<file path="src/rtl/pipe_stage_skid.sv">
// Ready/valid pipeline-stage register with optional 2-entry skid buffer,
// flush-to-bubble and a saturating stall counter for performance debug.
module pipe_stage_skid #(
    parameter int                DATA_W = 48,
    parameter bit                SKID   = 1'b1,
    parameter logic [DATA_W-1:0] BUBBLE = '0,
    parameter int                CNT_W  = 16
) (
    input  logic              clk,
    input  logic              rst,
    input  logic              in_valid,
    input  logic [DATA_W-1:0] in_data,
    output logic              in_ready,
    output logic              out_valid,
    output logic [DATA_W-1:0] out_data,
    input  logic              out_ready,
    input  logic              flush,
    output logic [CNT_W-1:0]  stall_cnt
);

    localparam logic [CNT_W-1:0] CNT_MAX = '1;

    logic              h_valid;
    logic [DATA_W-1:0] h_data;
    logic              accept;
    logic              consume;

    assign accept    = in_valid & in_ready;
    assign consume   = h_valid & out_ready;
    assign out_valid = h_valid;
    // Empty head never exposes stale payload.
    assign out_data  = h_valid ? h_data : BUBBLE;

    generate
        if (SKID) begin : g_skid
            logic              s_valid;
            logic [DATA_W-1:0] s_data;

            // Registered ready: no combinational path from out_ready.
            assign in_ready = ~s_valid;

            always_ff @(posedge clk) begin
                if (rst || flush) begin
                    h_valid <= 1'b0;
                    s_valid <= 1'b0;
                end else if (s_valid) begin
                    if (consume) s_valid <= 1'b0;
                end else if (!h_valid || consume) begin
                    h_valid <= accept;
                end else if (accept) begin
                    s_valid <= 1'b1;
                end
            end

            // Payload registers carry no reset; validity is tracked above.
            always_ff @(posedge clk) begin
                if (s_valid) begin
                    if (consume) h_data <= s_data;
                end else if (!h_valid || consume) begin
                    if (accept) h_data <= in_data;
                end else if (accept) begin
                    s_data <= in_data;
                end
            end
        end else begin : g_single
            assign in_ready = ~h_valid | out_ready;

            always_ff @(posedge clk) begin
                if (rst || flush) begin
                    h_valid <= 1'b0;
                end else if (!h_valid || consume) begin
                    h_valid <= accept;
                end
            end

            always_ff @(posedge clk) begin
                if (accept && (!h_valid || consume)) h_data <= in_data;
            end
        end
    endgenerate

    // Flush deliberately leaves the counter alone; only rst clears it.
    always_ff @(posedge clk) begin
        if (rst) begin
            stall_cnt <= '0;
        end else if (h_valid && !out_ready && stall_cnt != CNT_MAX) begin
            stall_cnt <= stall_cnt + 1'b1;
        end
    end

endmodule

</file>
<file path="config.mk">
export PLATFORM = sky130hd
export DESIGN_NAME = pipe_stage_skid
export DESIGN_NICKNAME = d
export VERILOG_FILES = /design/src/rtl/pipe_stage_skid.sv
export SDC_FILE = /design/constraint.sdc
export NUM_CORES = 1
export LEC_CHECK = 0
export ABC_AREA = 1
export CORE_MARGIN = 2
export CORE_UTILIZATION = 53
export DETAILED_ROUTE_END_ITERATION = 6
export GPL_TIMING_DRIVEN = 0
export PLACE_DENSITY = 0.85
export SETUP_SLACK_MARGIN = 0.05
export SKIP_LAST_GASP = 1
export SYNTH_ARGS = -nofsm -noshare
export SYNTH_HDL_FRONTEND = slang
export SYNTH_SLANG_ARGS = --single-unit
</file>
<file path="constraint.sdc">
create_clock -name clk -period 6.4 [get_ports clk]
set_input_delay 1.6 -clock clk [delete_from_list [all_inputs] [get_ports clk]]
set_output_delay 1.6 -clock clk [all_outputs]
set_load 0.005 [all_outputs]
</file>
# --- Word level (Yosys, flattened, before mapping) ---
# Index checks and enable logic that the tools add are counted.
totals:
  register_bits: 114
  word_cells: 32
classes:
  n_bitwise: 4
  n_mux: 9
  reduce_logical: 11
  n_eq_ne: 2
  n_addsub: 1
op_table:
  columns: ["cell", "n"]
  rows:
  - ["two-way mux 48 bit", 5]
  - ["adder 16 x 1 -> 16 bit, second input constant", 1]
  - ["inequality test 16 bit, second input constant", 1]
  - ["AND reduction 3 bit", 2]
  - ["two-way mux 1 bit", 4]
  - ["nonzero test 2 bit", 2]
  - ["AND 1 bit", 2]
  - ["logical AND 1 bit", 2]
  - ["logical NOT 1 bit", 2]
  - ["logical OR 1 bit", 2]
  - ["inequality test 2 bit, second input constant", 1]
  - ["inverter 1 bit", 2]
  - ["AND reduction 2 bit", 1]

# --- Depth between registers and ports, before layout ---
# Gate-level depths: netlist of the first run.
logic_depth:
  ltp_word: 5
  mapped_depth: 9

# --- Least setup slack after synthesis of the first run ---
# OpenSTA, ideal clock, no wires.
synth_timing:
  path_type: "in2reg"
  startpoint: "input out_ready"
  endpoint: "register g_skid.s_data[0], enable pin"
  path_buffers: 0
  slack_ns: 2.014
  setup_ns: 0.455
  cell_stages: 3
  required_time_ns: 5.945
  t_arrival_ns: 3.931
  path_cell_list: "nor2_4 > inv_2 > nor2_1"
synth_between:
  elab_chain_cells: 4
synth_lines:
  columns: ["element", "line", "rtl"]
  rows:
  - ["from (decl)", "16", "input logic out_ready,"]
  - ["AND 1 bit", "29", "assign consume = h_valid & out_ready;"]
  - ["logical OR 1 bit", "59", "end else if (!h_valid || consume) begin"]
  - ["inverter 1 bit (no line)", null, null]
  - ["AND reduction 3 bit (no line)", null, null]
  - ["to (signal assigned)", "62", "s_data <= in_data;"]
  - ["to (decl)", "37", "logic [DATA_W-1:0] s_data;"]
# No other way between the ends.
# A chain may end at the register's enable or synchronous reset.

# --- Final worst setup path of the first run ---
layout_timing:
  startpoint: "register h_valid, in the netlist out_valid"
  endpoint: "output out_data[37]"
layout_between:
  elab_chain_cells: 1
layout_lines:
  columns: ["element", "line", "rtl"]
  rows:
  - ["from (decl)", "23", "logic h_valid;"]
  - ["from (signal assigned)", "49", "h_valid <= accept;"]
  - ["two-way mux 48 bit", "32", "assign out_data = h_valid ? h_data : BUBBLE;"]
  - ["to (decl)", "15", "output logic [DATA_W-1:0] out_data,"]
# No other way between the ends.

==> impl_metrics.yaml, run 1 <==
run_status:
  status: "complete, no violations"
critical_path:
  path_cells: "buf_2 -> clkbuf_1 -> buf_2 -> nand2_1 -> inv_1 -> clkdlybuf4s50_1"
  critPathCaptureType: "output port"
  crit_path_dat_ns: 2.37
  r2r-end: "g_skid.s_data[0]"
  setup.worst_path.class: "reg2out"
  path_common_cell: "sky130_fd_sc_hd__buf_2"
  regToRegSetupSlack_ns: 4.24
  cell_with_the_biggest_individual_delay_on_the_critical_path: "sky130_fd_sc_hd__clkdlybuf4s50_1"
  worstRegToRegCells: 6
  worst-path-max-fanout: 10
  critPathLaunchType: "flop"
  highest_cell_delay_on_the_worst_timing_path_ns: 0.49
  rr_startpoint: "out_valid"
  worst_ep_required_time_ns: 4.80
power_and_ir_drop:
  power.density_mw_per_mm2: 261
  p_leak_nw: 2.92
  vdd.ir_drop.worst_mv: 0.233
worst_hold_path:
  worstHoldStart: "g_skid.s_data[14]"
  hold_path_depth: 2
  hold_path_class: "reg2reg"
  min_to: "h_data[14]"
route:
  via_count: 3829
  first_pass_iters: 7
  post_detailed_route_via_to_cell_ratio: 4.95
  route.detailed.wl_per_inst_um: 13.7
  first_iter_violations: 157
  drc_errors: 0
  detail_route.wirelength_um: 10600
  antenna_left: 0
timing:
  final_period_demand_of_the_worst_path_ns: 3.97
  final_number_of_setup_violating_endpoints: 0
  report.final.slew_viol_count: 0
  timing.clock.skew_ns: 0.00923
  finalSetupTns_ns: 0
  achievable-frequency_mhz: 252
  fin_crit_sh_pct: 62.0
  grt_setup_unrepaired: "no"
  fin_worst_hold_slack_ns: 0.515
  postLayoutSetupSlackWorst_ns: 2.43
  timing_worst_slew_pin_value_ns: 0.786
  maxSlewHeadroom_pct: 47.5
  hold_viol_final: 0
final_layout:
  finish.instance_area_sq_mm: 0.00680
  multiInputGateArea_sq_mm: 0.00136
  num_antenna_cells: 0
  drive_above_1_share_pct: 8.75
  layout.filler_cells: 661
  mostFrequentLayoutCells: "sky130_fd_sc_hd__nand2_1 (232), sky130_fd_sc_hd__clkdlybuf4s50_1 (118), sky130_fd_sc_hd__edfxtp_1 (96), sky130_fd_sc_hd__inv_1 (58), sky130_fd_sc_hd__nor2_1 (37)"
  layout.cells.most_common: "sky130_fd_sc_hd__nand2_1"
  seqCellArea_sq_mm: 0.00324
  final_net_count: 704
  area.growth.synth_to_final_pct: 39.0
logic_synthesis:
  synthDominantCellAreaShare_pct: 58.9
  synth.yosys.warnings: 0
  mappedNetlistArea_sq_mm: 0.00489
  synth_seq_area_share_pct: 66.3
  synthesis.instances: 511
  synth_top_area_cell: "sky130_fd_sc_hd__edfxtp_1"
  synth_seq_cells: 114
  post_synth_main_area_contributors: "sky130_fd_sc_hd__edfxtp_1 (59%), sky130_fd_sc_hd__nand2_1 (18%), sky130_fd_sc_hd__dfxtp_1 (7.4%)"
  netlist-cell-type-count: 22
  syn-num-nets: 565
  syn_avg_cell_area_sq_um: 9.58
global_route:
  grt_max_degree: 33
  globalRoute.totalOverflow: 0
  number_of_antenna_violations_at_the_first_check_in_global_routing: 0
  grt_pass1_vias: 3736
  global_route_wire_length_before_repair_um: 17100
  track_usage_pct: 22.0
job:
  cap_violations: 0
placed_design:
  placed_area_sq_mm: 0.00628
  placement.setup.worst_slack_ns: 2.71
  dp_hpwl_um: 7340
  io_buffer_count: 118
  place_congestion: 0.909
floorplanning:
  die-height_um: 100
  die_area_sq_mm: 0.0100
  ios: 119
  num_rows: 35
  initial_core_util_pct: 53.7
  coreArea_sq_mm: 0.00911
  die_w_um: 100
cts:
  clkLatencyLatePin_ns: 0.51
  htree_levels: 4
  tritoncts: "yes"
  sink_count: 114
  cts.clk_slew.worst_paths_ns: 0.06
  cts-hold-fix-buffers: 0
  cts_buffer_depth: 2
  cts_post_setup_buffers_inserted: 0
  clk_root_buffer_cell: "sky130_fd_sc_hd__clkbuf_8"
  cts_made_buffers: 17
  cells_resized_by_post_cts_repair: 0
-- per-stage QoR --
stage | util [%] | total power [mW] | cells
floorplan | - | 0.895 | 511
finish | 74.7 | 1.78 | 774
CTS | 74.7 | 1.78 | 774
detailed placement | 68.9 | 0.967 | 742
global placement | 68.2 | 0.961 | 740
global route | 74.7 | 1.83 | 774
-- per-layer routing --
layer	GRT usage (%)	wire, um	up-vias
li1	-	-	1899
met1	26.4	4410	1766
met2	38.5	5440	156
met3	7.31	657	8
met4	5.48	81	0
met5	0	0	-
-- flip-flops by register name, indices dropped and copies added (netlist names) --
signal / cells
g_skid.s_data: 48
g_skid.s_valid: 1
h_data: 48
out_valid: 1
stall_cnt: 16
-- worst max-delay path: cells and delay by family, from the launching register on --
family                 cells  cell delay (ns)
buffers and inverters      5             1.44
flip-flops                 1             0.36
AND/OR/NAND/NOR            1             0.07
-- cell usage after synthesis --
| master | count |
|---|---|
| sky130_fd_sc_hd__nand4_4 | 1 |
| sky130_fd_sc_hd__nor2_1 | 39 |
| sky130_fd_sc_hd__nand2_2 | 3 |
| sky130_fd_sc_hd__clkbuf_1 | 11 |
| sky130_fd_sc_hd__buf_1 | 2 |
| sky130_fd_sc_hd__a21oi_1 | 11 |
| sky130_fd_sc_hd__nand3_1 | 14 |
| sky130_fd_sc_hd__nor2_4 | 5 |
| sky130_fd_sc_hd__dfxtp_1 | 18 |
| sky130_fd_sc_hd__nand4_1 | 1 |
| sky130_fd_sc_hd__buf_6 | 1 |
| sky130_fd_sc_hd__inv_2 | 2 |
| sky130_fd_sc_hd__buf_2 | 4 |
| sky130_fd_sc_hd__nand3_2 | 4 |
| sky130_fd_sc_hd__inv_1 | 58 |
| sky130_fd_sc_hd__clkinv_1 | 1 |
| sky130_fd_sc_hd__edfxtp_1 | 96 |
| sky130_fd_sc_hd__ha_1 | 1 |
| sky130_fd_sc_hd__nand2_1 | 232 |
| sky130_fd_sc_hd__o21a_1 | 2 |
| sky130_fd_sc_hd__nor3_1 | 2 |
| sky130_fd_sc_hd__nor2_2 | 3 |
-- layout make-up --
class	instances	share of cell area (%)
Inverter	61	3.37
Clock buffer	17	6.09
Timing Repair Buffer	120	18.1
Sequential cell	114	47.7
Tap cell	111	2.04
Buffer	18	1.18
Clock inverter	15	1.66
Multi-Input combinational cell	318	19.9
-- worst max path at each step --
| stage | to | from | slack [ns] | cells after the start |
|---|---|---|---|---|
| 2_1_floorplan | g_skid.s_data[0] | out_ready | 2.01 | 3 |
| 3_3_place_gp | g_skid.s_data[40] | out_ready | 0.59 | 4 |
| 3_5_place_dp | g_skid.s_data[45] | out_ready | 2.71 | 5 |
| 4_1_cts | out_data[37] | out_valid | 2.40 | 6 |
| 5_1_grt | out_data[40] | out_valid | 2.28 | 6 |
| 6_report | out_data[37] | out_valid | 2.43 | 6 |
-- cells by family (layout without fill, tap and decap cells) --
logic type	after synthesis	after routing	synth area share [%]
compound gates	13	13	1.43
fa+ha+maj	1	1	0.256
buf+inv	79	231	6.32
flops	114	114	66.3
simple gates	304	304	25.7
-- power by group --
part | leakage, nW | total [mW] | internal, mW | switching (mW)
registers | 1.05 | 0.841 | 0.834 | 0.00686
clock network | 0.238 | 0.824 | 0.476 | 0.348
logic | 1.64 | 0.111 | 0.0598 | 0.0514
(Power assumes the default switching activity.)
==> inputs of run 2 (changes only) <==
CORE_UTILIZATION = 49   (was 53)
PLACE_DENSITY = 0.79   (was 0.85)
clock period = 3.9 ns   (was 6.4 ns; I/O delays follow)
==> run 2 against run 1 <==
Compared with the run above: design area increased by 0.99%; die area increased by 7.8%; routed wire length decreased by 1.7%; worst setup slack got worse by 1.8 ns; clock skew decreased by 0.0021 ns; core utilization decreased by 4.1 points; highest routed layer unchanged.
==> impl_metrics.yaml, run 2 (same netlist as run 1, synthesis figures left out) <==
timing:
  timing_worst_slew_pin_value_ns: 0.567
  report.final.slew_viol_count: 0
  final_number_of_setup_violating_endpoints: 0
  timing.clock.skew_ns: 0.00718
  grt_setup_unrepaired: "no"
  final_period_demand_of_the_worst_path_ns: 3.31
  achievable-frequency_mhz: 302
  hold_viol_final: 0
  finalSetupTns_ns: 0
  maxSlewHeadroom_pct: 62.1
  fin_crit_sh_pct: 85.0
placed_design:
  place_congestion: 0.860
  io_buffer_count: 118
  dp_hpwl_um: 7200
  placed_area_sq_mm: 0.00630
global_route:
  globalRoute.totalOverflow: 0
  grt_pass1_vias: 3679
  track_usage_pct: 19.9
  number_of_antenna_violations_at_the_first_check_in_global_routing: 0
  grt_max_degree: 33
  global_route_wire_length_before_repair_um: 17100
final_layout:
  finish.instance_area_sq_mm: 0.00687
  layout.filler_cells: 761
  mostFrequentLayoutCells: "sky130_fd_sc_hd__nand2_1 (232), sky130_fd_sc_hd__clkdlybuf4s50_1 (118), sky130_fd_sc_hd__edfxtp_1 (96), sky130_fd_sc_hd__inv_1 (58), sky130_fd_sc_hd__nor2_1 (37)"
  layout.cells.most_common: "sky130_fd_sc_hd__nand2_1"
  area.growth.synth_to_final_pct: 40.4
  drive_above_1_share_pct: 8.75
  final_net_count: 704
  largest_registers: "g_skid.s_data: 48 flops, h_data: 48 flops, stall_cnt: 16 flops"
  num_antenna_cells: 0
cts:
  cells_resized_by_post_cts_repair: 0
  cts.clk_slew.worst_paths_ns: 0.06
  cts-hold-fix-buffers: 0
  cts_buffer_depth: 2
  htree_levels: 4
  clkLatencyLatePin_ns: 0.50
  tritoncts: "yes"
  cts_post_setup_buffers_inserted: 0
  sink_count: 114
  cts_made_buffers: 17
  clk_root_buffer_cell: "sky130_fd_sc_hd__clkbuf_8"
critical_path:
  critPathLaunchType: "flop"
  worst-path-max-fanout: 10
  worst_ep_required_time_ns: 2.92
  highest_cell_delay_on_the_worst_timing_path_ns: 0.49
  path_cells: "buf_2 -> clkbuf_1 -> buf_2 -> nand2_1 -> inv_1 -> clkdlybuf4s50_1"
  cell_with_the_biggest_individual_delay_on_the_critical_path: "sky130_fd_sc_hd__clkdlybuf4s50_1"
  crit_path_dat_ns: 2.34
  critPathCaptureType: "output port"
  setup.worst_path.class: "reg2out"
  path_common_cell: "sky130_fd_sc_hd__buf_2"
run_status:
  status: "complete, no violations"
floorplanning:
  coreArea_sq_mm: 0.00973
  initial_core_util_pct: 50.3
  ios: 119
  die_w_um: 104
  num_rows: 36
  die_area_sq_mm: 0.0108
  die-height_um: 104
route:
  post_detailed_route_via_to_cell_ratio: 4.68
  met1_length_um: 4530
  route.detailed.wl_per_inst_um: 13.1
  top_signal_layer_used: "met4"
  first_pass_iters: 4
  drc_errors: 0
  wl_met2_um: 5240
  wl_met3_um: 550
  detail_route.wirelength_um: 10400
  antenna_left: 0
  first_iter_violations: 170
  via_count: 3728
power_and_ir_drop:
  power.density_mw_per_mm2: 441
  vdd.ir_drop.worst_mv: 0.298
  p_leak_nw: 2.94
worst_hold_path:
  hold_path_class: "reg2reg"
job:
  cap_violations: 0
-- run 2: cell count changes in the layout (fill, tap and decap cells not counted), sizes merged --
cell,previous run,this run
clkinvlp,7,6
inv,63,62
bufinv,0,2
-- run 2: critical path, delay by kind of cell, from the launching register on --
| family | cells | cell delay (ns) |
|---|---|---|
| buffers and inverters | 5 | 1.44 |
| DFF | 1 | 0.32 |
| and+or+nand+nor | 1 | 0.08 |
-- run 2: worst paths after layout --
kind,startpoint,endpoint,slack (ns),cells after the start
hold / removal,g_skid.s_data[47],h_data[47],0.51,2
setup reg to reg,out_valid,g_skid.s_data[31],1.90,6
setup / recovery,out_valid,out_data[43],0.59,6
hold reg to reg,g_skid.s_data[47],h_data[47],0.51,2
-- run 2: final cells by class --
cell class / instances / area [sq um] / area share [%]
Buffer: 18 / 80.1 / 1.17
Clock buffer: 17 / 414 / 6.03
Clock inverter: 15 / 160 / 2.33
Inverter: 61 / 229 / 3.33
Multi-Input combinational cell: 318 / 1360 / 19.7
Sequential cell: 114 / 3240 / 47.2
Tap cell: 133 / 166 / 2.42
Timing Repair Buffer: 120 / 1220 / 17.8
-- run 2: report_power, final --
part	switching, mW	total, mW	internal, mW	leakage [nW]
sequential	0.0107	1.38	1.37	1.05
combinational	0.0845	0.182	0.0978	1.64
clock	0.559	1.47	0.911	0.262
total	0.654	3.03	2.38	2.94
-- run 2: per-stage QoR --
| step | total power, mW | setup WS [ns] | instances | utilization [%] | hold slack [ns] |
|---|---|---|---|---|---|
| 2_1_floorplan | 1.47 | 0.139 | 511 | - | 0.491 |
| 3_3_place_gp | 1.58 | -1.33 | 762 | 64.1 | 0.498 |
| 3_5_place_dp | 1.59 | 0.932 | 764 | 64.7 | 0.501 |
| 4_1_cts | 3.06 | 0.512 | 796 | 70.6 | 0.514 |
| 5_1_grt | 3.13 | 0.435 | 796 | 70.6 | 0.532 |
| 6_report | 3.03 | 0.586 | 796 | 70.6 | 0.514 |
-- run 2: layer usage --
layer,vias up,track usage [%]
li1,1897,-
met1,1715,23.5
met2,109,34.4
met3,7,6.33
met4,0,6.95
met5,-,0
